$ cat config.mk
export PLATFORM = sky130hd
export DESIGN_NAME = elastic_register_chain
export DESIGN_NICKNAME = d
export VERILOG_FILES = /design/src/rtl/elastic_register_chain.sv
export SDC_FILE = /design/constraint.sdc
export NUM_CORES = 1
export LEC_CHECK = 0
export ABC_AREA = 1
export BUFFER_PORTS_ARGS = -buffer_cell sky130_fd_sc_hd__buf_2
export CAP_MARGIN = 20
export CORE_UTILIZATION = 45
export CTS_BUF_LIST = sky130_fd_sc_hd__clkbuf_2 sky130_fd_sc_hd__clkbuf_4 sky130_fd_sc_hd__clkbuf_8
export DETAILED_ROUTE_END_ITERATION = 7
export PLACE_DENSITY = 0.66
export SLEW_MARGIN = 40
export SYNTH_ARGS = -nofsm -noshare
export SYNTH_HDL_FRONTEND = slang
export SYNTH_SLANG_ARGS = --single-unit
$ cat constraint.sdc
create_clock -name clk -period 3.8 [get_ports clk]
set_input_delay 0.38 -clock clk [delete_from_list [all_inputs] [get_ports clk]]
set_output_delay 0.38 -clock clk [all_outputs]
set_load 0.01 [all_outputs]
$ cat src/rtl/elastic_register_chain.sv
// elastic_register_chain: DEPTH-stage valid/ready register pipeline with
// bubble-collapsing backpressure, synchronous flush and occupancy count.
module elastic_register_chain #(
  parameter  int N     = 8,
  parameter  int DEPTH = 4,
  localparam int CW    = $clog2(DEPTH + 1)
) (
  input  logic          clk,
  input  logic          rst,
  input  logic          clear,
  input  logic [N-1:0]  in_data,
  input  logic          in_valid,
  output logic          in_ready,
  output logic [N-1:0]  out_data,
  output logic          out_valid,
  input  logic          out_ready,
  output logic [CW-1:0] occupancy
);

  logic [DEPTH-1:0] valid;
  logic [N-1:0]     data     [DEPTH];
  logic [DEPTH:0]   r;
  logic [DEPTH-1:0] up_valid;
  logic [N-1:0]     up_data  [DEPTH];

  // Ready chain: a stage may load when it is empty or the stage after it moves.
  // Built with a running accumulator from the output end so r has no self-loop.
  always_comb begin : ready_chain
    logic acc;
    r        = '0;
    r[DEPTH] = out_ready;
    acc      = out_ready;
    for (int unsigned k = 0; k < DEPTH; k++) begin
      acc              = ~valid[DEPTH-1-k] | acc;
      r[DEPTH-1-k]     = acc;
    end
  end

  // Upstream source of each stage: the input port for stage 0, else the previous stage.
  always_comb begin
    up_valid    = '0;
    up_valid[0] = in_valid;
    up_data[0]  = in_data;
    for (int unsigned k = 1; k < DEPTH; k++) begin
      up_valid[k] = valid[k-1];
      up_data[k]  = data[k-1];
    end
  end

  // Stage registers: reset/flush zero everything, otherwise advance where ready.
  always_ff @(posedge clk or negedge rst) begin
    if (!rst) begin
      valid <= '0;
      for (int unsigned k = 0; k < DEPTH; k++) data[k] <= '0;
    end else if (clear) begin
      valid <= '0;
      for (int unsigned k = 0; k < DEPTH; k++) data[k] <= '0;
    end else begin
      for (int unsigned k = 0; k < DEPTH; k++) begin
        if (r[k]) begin
          valid[k] <= up_valid[k];
          if (up_valid[k]) data[k] <= up_data[k];
        end
      end
    end
  end

  // Occupancy is the popcount of the stage valid flags.
  always_comb begin
    occupancy = '0;
    for (int unsigned k = 0; k < DEPTH; k++) occupancy = occupancy + CW'(valid[k]);
  end

  // rst gates in_ready because an empty chain in reset would otherwise look ready.
  assign in_ready  = r[0] & ~clear & rst;
  assign out_valid = valid[DEPTH-1] & ~clear;
  assign out_data  = data[DEPTH-1];

endmodule

==> results by group, run 1 <==
Status
  • Status: completed

Setup path
  • CP max stage cell: fa_1
  • CP Max Fanout: 4
  • Crit path DAT: 2.06 ns
  • Data required time of the critical path: 3.42 ns
  • Worst path cell trace: inv_1, fa_1, inv_1, ha_1, ha_1, buf_2
  • Crit Path Class: reg2out
  • Crit. End Element: output pin
  • Worst setup SP type: register
  • CP peak stage delay: 0.54 ns

Synth
  • Post-synth EDFFs: 0
  • Post-synthesis async set-or-reset flop share: 100%
  • Synth Flop Type: dfrtp_1
  • Most frequent cell after synthesis: nand2_1
  • Share of the synthesized area in the top cell type: 55.6%
  • Synth warnings: 0
  • Syn nets: 190
  • Cells after Synth: 174
  • Main area contributors after synthesis: dfrtp_1 56%, nand2_1 11%, nand3_1 7.7%, buf_4 3.7%, nand4_1 3.5%
  • Synthesized cell area: 1620 um2
  • Post-synthesis register bit count: 36
  • Avg Inst Size Synth: 9.32 um2
  • Netlist cell types: 26
  • Post-synthesis sequential area ratio: 55.6%
  • Leading area contributor after synthesis: dfrtp_1
  • Top cells by instance count after synthesis: 48 x nand2_1, 36 x dfrtp_1, 25 x nand3_1, 13 x inv_1, 9 x nand4_1

Cells and area
  • Share of post-route cells with drive strength above 1: 23.2%
  • Multi-input gate area: 568 um2
  • P&R area growth vs syn: 10.6%
  • Layout fillers: 341
  • Layout Nets: 209
  • Register area: 901 um2
  • Antenna Cells: 0

Die
  • Initial Util: 47.8%
  • I/O pin cnt: 26
  • Core Box Area: 3390 um2
  • Die height: 62.0 um
  • Die area: 3850 um2
  • Row count: 21
  • Die Wd: 62.0 um

Timing
  • Final WS setup: 1.36 ns
  • Final TNS setup: 0 ns
  • Final slew viol count: 0
  • Fin Clk Skew: 0.00571 ns
  • Final Hold Viols: 0
  • Slew headroom: 70.9%
  • Least-Margin Pin Slew: 0.437 ns
  • Unrepaired setup endpoints after global routing: false
  • Fin crit share: 64.3%
  • Fmax: 409 MHz
  • Endpoints failing setup: 0
  • Tmin final: 2.44 ns

Drt
  • Detail Route Antenna Nets: 0
  • Total wire length: 2.60 mm
  • DRC: 0
  • Via count: 1,149
  • Vias/cell: 4.79
  • DRT Pass-1 Iters: 4
  • Initial DRC Count: 38
  • WL/cell: 10.8 um

Clock tree
  • CTS tree: yes
  • Htree depth: 2
  • CTS clock-pin slew for the worst setup and hold paths: 0.10 ns
  • Clock latency on the worst-skew pair: 0.34 ns
  • Setup bufs post-CTS: 0
  • Max clock buf depth: 2
  • Num CTS Buffers: 5
  • Clock Tree Root: clkbuf_4
  • Clock Sinks: 36

Global route
  • Tot GR Track Use: 16.6%
  • Initial antenna violation count: 0
  • First-pass GRT wire length: 4.52 mm
  • Largest net degree at the start of global routing: 38
  • Number of global-route vias before repair: 1,103
  • GR Overflow Total: 0

Pwr
  • Leakage: 0.000968 uW
  • Worst IR Drop VDD: 218 uV
  • Pwr Density: 375 nW/um2

Flow run
  • Max_cap viols: 0

Placed design
  • I/O Buffers: 25
  • GP Congestion: 0.734
  • DP Wirelength: 1.86 mm
  • Dpl ws: 1.73 ns

Min path
  • Worst min path class: in2reg
-- registers in the layout, summed over array words and instances, names as in the netlist --
register and cells:
data 24, out_data 8, valid 4
-- worst paths after layout --
path / slack (ns) / from / to / cells after the start
setup / recovery: 1.36 / valid[0]$_DFFE_PN0P_ / occupancy[1] / 6
hold / removal: 0.29 / in_data[7] / data[31]$_DFFE_PN0P_ / 3
setup reg to reg: 2.46 / valid[2]$_DFFE_PN0P_ / data[27]$_DFFE_PN0P_ / 4
hold reg to reg: 0.48 / data[20]$_DFFE_PN0P_ / data[20]$_DFFE_PN0P_ / 2
max in group asynchronous: 2.97 / rst / data[11]$_DFFE_PN0P_ / 2
min in group asynchronous: 0.51 / rst / out_data[7]$_DFFE_PN0P_ / 2
-- power by group --
part           switching (uW)  internal, uW
clock                     116           106
combinational            34.8          17.0
sequential               6.95           392
total                     158           515
-- area by class of cell --
cell class / instances / share of cell area [%]
multi-input cells: 108 / 31.7
well taps: 46 / 3.21
inverters: 16 / 3.56
repair buffers: 26 / 7.67
flip-flops and latches: 36 / 50.2
clock buffers: 8 / 3.70
-- per-layer routing --
metal / GRT usage (%) / share of wire, % / vias to the layer above
li1: - / - / 597
met1: 19.3 / 44 / 519
met2: 27.7 / 48 / 26
met3: 4.35 / 4.6 / 7
met4: 9.52 / 2.7 / 0
met5: 0 / 0 / -
-- cells by family after synthesis --
logic type      after synthesis  share of synthesized area (%)
simple gates                 91                           26.9
flops                        36                           55.6
buf+inv                      30                           9.41
compound gates               14                           5.40
fa+ha+maj                     3                           2.78
-- critical path: cells and delay by family, from the launching register on --
family | cells | cell delay, ns
flip-flops | 1 | 0.45
buffers and inverters | 3 | 0.29
adder cells (fa/ha/maj) | 3 | 0.98
-- metrics by stage --
step | total power (uW) | hold slack (ns) | area [um2] | utilization [%] | cells
2_1_floorplan | 438 | 0.0844 | 1620 | - | 174
3_3_place_gp | 456 | 0.458 | 1720 | 50.6 | 231
3_5_place_dp | 459 | 0.461 | 1720 | 50.6 | 231
4_1_cts | 681 | 0.125 | 1780 | 52.6 | 239
5_1_grt | 715 | 0.270 | 1790 | 52.9 | 240
6_report | 672 | 0.287 | 1790 | 52.9 | 240
-- repair_timing --
action                                 4_1_cts  5_1_grt
gates resized for setup                      0        0
hold buffers                                 0        1
endpoints found under the hold margin        0       28
-- layout by cell type (no fill, tap or decap), types with 2 or more instances in the layout --
master / count
ha_1: 2
inv_1: 13
o21ai_0: 7
nand4_1: 9
dfrtp_1: 36
buf_2: 24
o21ai_1: 2
nand2_1: 48
clkbuf_4: 7
a21oi_1: 2
nand2_2: 3
nand3_1: 25
(Power assumes the default switching activity.)
==> run 2: changes to the inputs <==
- PLACE_DENSITY: 0.66 -> 0.68
- clock period: 3.8 -> 2.2 ns (I/O delays scaled with it)
==> run 2 against run 1 <==
- design area is 2.3% higher
- flip-flop and latch count stayed put
- die area is the same
- cell count is 1.3% higher
- clock-buffer cell count shrank 1
- register-to-register slack got worse by 1.6 ns
- first-iteration DRC count decreased by 5.3%
- highest routed layer unchanged
==> results by group, run 2 (same netlist as run 1, synthesis figures left out) <==
Clock tree
  • Htree depth: 2
  • CTS tree: yes
  • Clock Tree Root: clkbuf_4
  • Num CTS Buffers: 5
  • Clock latency on the worst-skew pair: 0.33 ns
  • Max clock buf depth: 2
  • Clock Sinks: 36
  • CTS clock-pin slew for the worst setup and hold paths: 0.09 ns

Timing
  • Fmax: 474 MHz
  • Hold Worst Slack: 0.139 ns
  • Fin Clk Skew: 0.00688 ns
  • Least-Margin Pin Slew: 0.430 ns
  • Fin crit share: 95.8%
  • Endpoints failing setup: 0
  • Tmin final: 2.11 ns
  • Final Hold Viols: 0
  • Final slew viol count: 0
  • Final TNS setup: 0 ns
  • Final WS setup: 0.0915 ns
  • Slew headroom: 71.4%

Global route
  • GR Overflow Total: 0
  • Initial antenna violation count: 0
  • Number of global-route vias before repair: 1,093
  • Largest net degree at the start of global routing: 38
  • First-pass GRT wire length: 4.71 mm
  • Tot GR Track Use: 17.3%

Drt
  • Vias/cell: 4.94
  • WL/cell: 11.6 um
  • Via count: 1,201
  • DRT Pass-1 Iters: 4
  • Detail Route Antenna Nets: 0
  • Initial DRC Count: 36
  • DRC: 0
  • Total wire length: 2.81 mm

Setup path
  • CP Max Fanout: 2
  • CP peak stage delay: 0.52 ns
  • Worst path cell trace: inv_2, fa_1, inv_1, ha_2, ha_4, buf_2
  • CP max stage cell: fa_1
  • Worst path bufs/invs: 3
  • Worst setup SP type: register
  • Crit. End Element: output pin
  • Crit path DAT: 1.89 ns
  • Crit Path Class: reg2out
  • Data required time of the critical path: 1.98 ns
  • Top cell family by delay on the critical path: adder cells

Die
  • I/O pin cnt: 26
  • Die Wd: 62.0 um
  • Core Box Area: 3390 um2
  • Row count: 21
  • Die height: 62.0 um
  • Die area: 3850 um2
  • Initial Util: 47.8%

Status
  • Status: completed

Placed design
  • GP Congestion: 0.723
  • I/O Buffers: 25
  • DP Area: 1720 um2
  • DP Wirelength: 1.96 mm
  • Dpl ws: 0.294 ns

Pwr
  • Worst IR Drop VDD: 305 uV
  • Total power: 1170 uW
  • Leakage: 0.000979 uW
  • Pwr Density: 635 nW/um2

Min path
  • Worst min path class: in2reg

Cells and area
  • Commonest non-fill, non-tap cells in the layout: 48 x nand2_1, 36 x dfrtp_1, 25 x nand3_1, 25 x buf_2, 11 x inv_1
  • Design area: 1840 um2
  • Most common cell after layout, fill and taps aside: nand2_1
  • Antenna Cells: 0
  • Layout Nets: 213
  • Share of post-route cells with drive strength above 1: 26.4%
  • P&R area growth vs syn: 13.2%
  • Biggest register: data
  • Max reg flops: 24

Flow run
  • Max_cap viols: 0
[run 2: changes by cell type in the layout (fill, tap and decap cells not counted)]
cell | previous run | this run
clkbuf_4 | 7 | 5
inv_1 | 13 | 11
inv_2 | 1 | 3
clkbuf_8 | 1 | 2
buf_4 | 1 | 4
ha_1 | 2 | 0
ha_2 | 0 | 1
buf_2 | 24 | 25
ha_4 | 0 | 1
[run 2: report_power, final]
group          leakage, uW  internal [uW]  switching (uW)  total, uW
combinational     0.000448           33.8            65.6       99.5
sequential        0.000494            678            10.1        688
clock            0.0000374            181             197        378
total             0.000979            893             273       1170
[run 2: layout make-up]
class	count	area, um2
multi-input cells	108	583
fillers	336	1550
well taps	46	57.6
inverters	16	63.8
repair buffers	30	165
flip-flops and latches	36	901
clock buffers	7	65.1
[run 2: per-stage QoR]
step | cells | utilization (%)
floorplan | 174 | -
detailed placement | 232 | 50.8
finish | 243 | 54.2
CTS | 242 | 53.5
global placement | 232 | 50.8
global route | 243 | 54.2
[run 2: timing repair]
| action | CTS | global route |
|---|---|---|
| setup endpoints to repair | 1 | 1 |
| endpoints found under the hold margin | 36 | 0 |
| gates resized for setup | 0 | 4 |
| hold buffers | 1 | 0 |
| pin swaps | 0 | 2 |
| setup buffers | 2 | 1 |
| gates cloned | 0 | 0 |
[run 2: worst reg2reg max path: stages, from the launching register on]
cell and delay [ns]:
dfrtp_1 0.52, nand4_2 0.33, nand2_2 0.27, nand3_1 0.11, nand2_1 0.08
[run 2: routing by layer]
layer	GRT usage (%)	share of wire, %	up-vias
met1	20.2	43	549
met4	6.67	1.5	0
met2	28.9	50	31
met5	0	0	-
met3	6.63	4.9	7
li1	-	-	614
[run 2: final timing paths]
path,startpoint,to,slack [ns],cells past startpoint
max,valid[1]$_DFFE_PN0P_,occupancy[1],0.09,6
min,in_data[1],data[25]$_DFFE_PN0P_,0.14,3
max reg2reg,valid[2]$_DFFE_PN0P_,data[27]$_DFFE_PN0P_,0.84,4
min reg2reg,data[22]$_DFFE_PN0P_,data[22]$_DFFE_PN0P_,0.48,2
max in group asynchronous,rst,out_data[3]$_DFFE_PN0P_,1.41,3
min in group asynchronous,rst,data[15]$_DFFE_PN0P_,0.48,3
==> run 3: changes to the inputs <==
- BUFFER_PORTS_ARGS: -buffer_cell sky130_fd_sc_hd__buf_2 -> -buffer_cell sky130_fd_sc_hd__buf_4
==> run 3 against run 2 <==
- non-clock buffer count fell by 1
- maximum frequency fell by 0.40%
- design area rose by 2.2%
- critical path depth unchanged
- hold slack got worse by 0.016 ns
- largest power group unchanged
==> results by group, run 3 (same netlist as run 1, synthesis figures left out) <==
Timing
  • Fin Clk Skew: 0.00532 ns
  • Final slew viol count: 0
  • Final Hold Viols: 0
  • Fin crit share: 96.2%
  • Fmax: 472 MHz
  • Least-Margin Pin Slew: 0.431 ns
  • Tmin final: 2.12 ns
  • Endpoints failing setup: 0
  • Final TNS setup: 0 ns
  • Slew headroom: 71.3%
  • Unrepaired setup endpoints after global routing: false

Min path
  • Worst min path class: in2reg

Drt
  • Via count: 1,175
  • WL/cell: 11.4 um
  • Detail Route Antenna Nets: 0
  • DRC: 0
  • Vias/cell: 4.86
  • DRT Pass-1 Iters: 4
  • Total wire length: 2.75 mm
  • Initial DRC Count: 27

Die
  • Initial Util: 47.8%
  • I/O pin cnt: 26
  • Die area: 3850 um2
  • Row count: 21
  • Die height: 62.0 um
  • Die Wd: 62.0 um
  • Core Box Area: 3390 um2

Setup path
  • Crit path DAT: 1.90 ns
  • Crit. End Element: output pin
  • Crit Path Class: reg2out
  • Worst setup SP type: register
  • R2r setup slk: 0.84 ns
  • CP Max Fanout: 3
  • Data required time of the critical path: 1.98 ns

Global route
  • Number of global-route vias before repair: 1,102
  • Initial antenna violation count: 0
  • First-pass GRT wire length: 4.66 mm
  • GR Overflow Total: 0
  • Tot GR Track Use: 17.2%
  • Largest net degree at the start of global routing: 38

Cells and area
  • Max reg flops: 24
  • P&R area growth vs syn: 15.7%
  • Layout Nets: 212
  • Share of post-route cells with drive strength above 1: 25.0%
  • Fin util: 55.4%
  • Commonest non-fill, non-tap cells in the layout: 48 x nand2_1, 35 x dfrtp_1, 28 x buf_4
  • Biggest register: data
  • Most common cell after layout, fill and taps aside: nand2_1
  • Antenna Cells: 0

Pwr
  • Pwr Density: 622 nW/um2
  • Leakage: 0.000989 uW
  • Worst IR Drop VDD: 323 uV
  • Total power: 1170 uW

Clock tree
  • Max clock buf depth: 2
  • Clock Sinks: 36
  • Num CTS Buffers: 5
  • Clock latency on the worst-skew pair: 0.32 ns
  • Clock Tree Root: clkbuf_4
  • CTS tree: yes
  • CTS clock-pin slew for the worst setup and hold paths: 0.10 ns
  • Htree depth: 2

Placed design
  • GP Congestion: 0.777
  • DP Wirelength: 1.96 mm
  • I/O Buffers: 25

Flow run
  • Max_cap viols: 0

Status
  • Status: completed
-- run 3: changes by cell type in the layout (fill, tap and decap cells not counted), sizes merged --
cell and delta:
buf -1
-- run 3: layout make-up --
type,instances,area [um2]
timing repair buffer,29,220
clock buffer,7,65.1
inverter,16,63.8
tap,46,57.6
multi-input combinational,108,568
fill,317,1510
sequential,36,902
-- run 3: path summary, 6_finish.rpt --
path / startpoint / endpoint / depth (start not counted)
setup / recovery: valid[3]$_DFFE_PN0P_ / occupancy[1] / 6
hold / removal: clear / valid[0]$_DFFE_PN0P_ / 2
setup reg to reg: valid[3]$_DFFE_PN0P_ / data[24]$_DFFE_PN0P_ / 6
hold reg to reg: data[17]$_DFFE_PN0P_ / data[17]$_DFFE_PN0P_ / 2
max in group asynchronous: rst / valid[0]$_DFFE_PN0P_ / 3
min in group asynchronous: rst / out_data[6]$_DFFE_PN0P_ / 3
-- run 3: report_power, final --
group | switching [uW] | total, uW | internal [uW]
Sequential | 10.1 | 688 | 678
Combinational | 64.7 | 106 | 41.0
Clock | 193 | 374 | 181
-- run 3: metrics by stage --
stage                     cell area (um2)  hold WS (ns)  setup WS (ns)  std cells
after floorplan                      1620       -0.0756          0.439        174
after global placement               1790         0.301          0.331        232
after detailed placement             1790         0.308          0.288        232
after CTS                            1880         0.107         0.0504        242
after global routing                 1880         0.107        0.00587        242
final                                1880         0.122         0.0830        242
-- run 3: repair_timing --
item / 4_1_cts / 5_1_grt
endpoints found under the hold margin: 36 / 0
buffers inserted: 2 / 0
hold buffers: 1 / 0
resized for setup: 1 / 1
setup endpoints to repair: 1 / 1
pin swaps: 0 / 1
-- run 3: layer usage --
metal  up-vias  share of wire [%]  GRT usage, %
met5         -                  0             0
met4         0                1.7          9.52
met1       537                 45          18.9
met3         4                4.4          4.35
met2        30                 49          30.2
li1        604                  -             -
-- run 3: critical path, stage by stage (launching register included) --
cell     delay [ns]
dfrtp_1        0.35
inv_2          0.07
fa_1           0.53
inv_1          0.04
ha_1           0.17
ha_1           0.27
buf_4          0.14
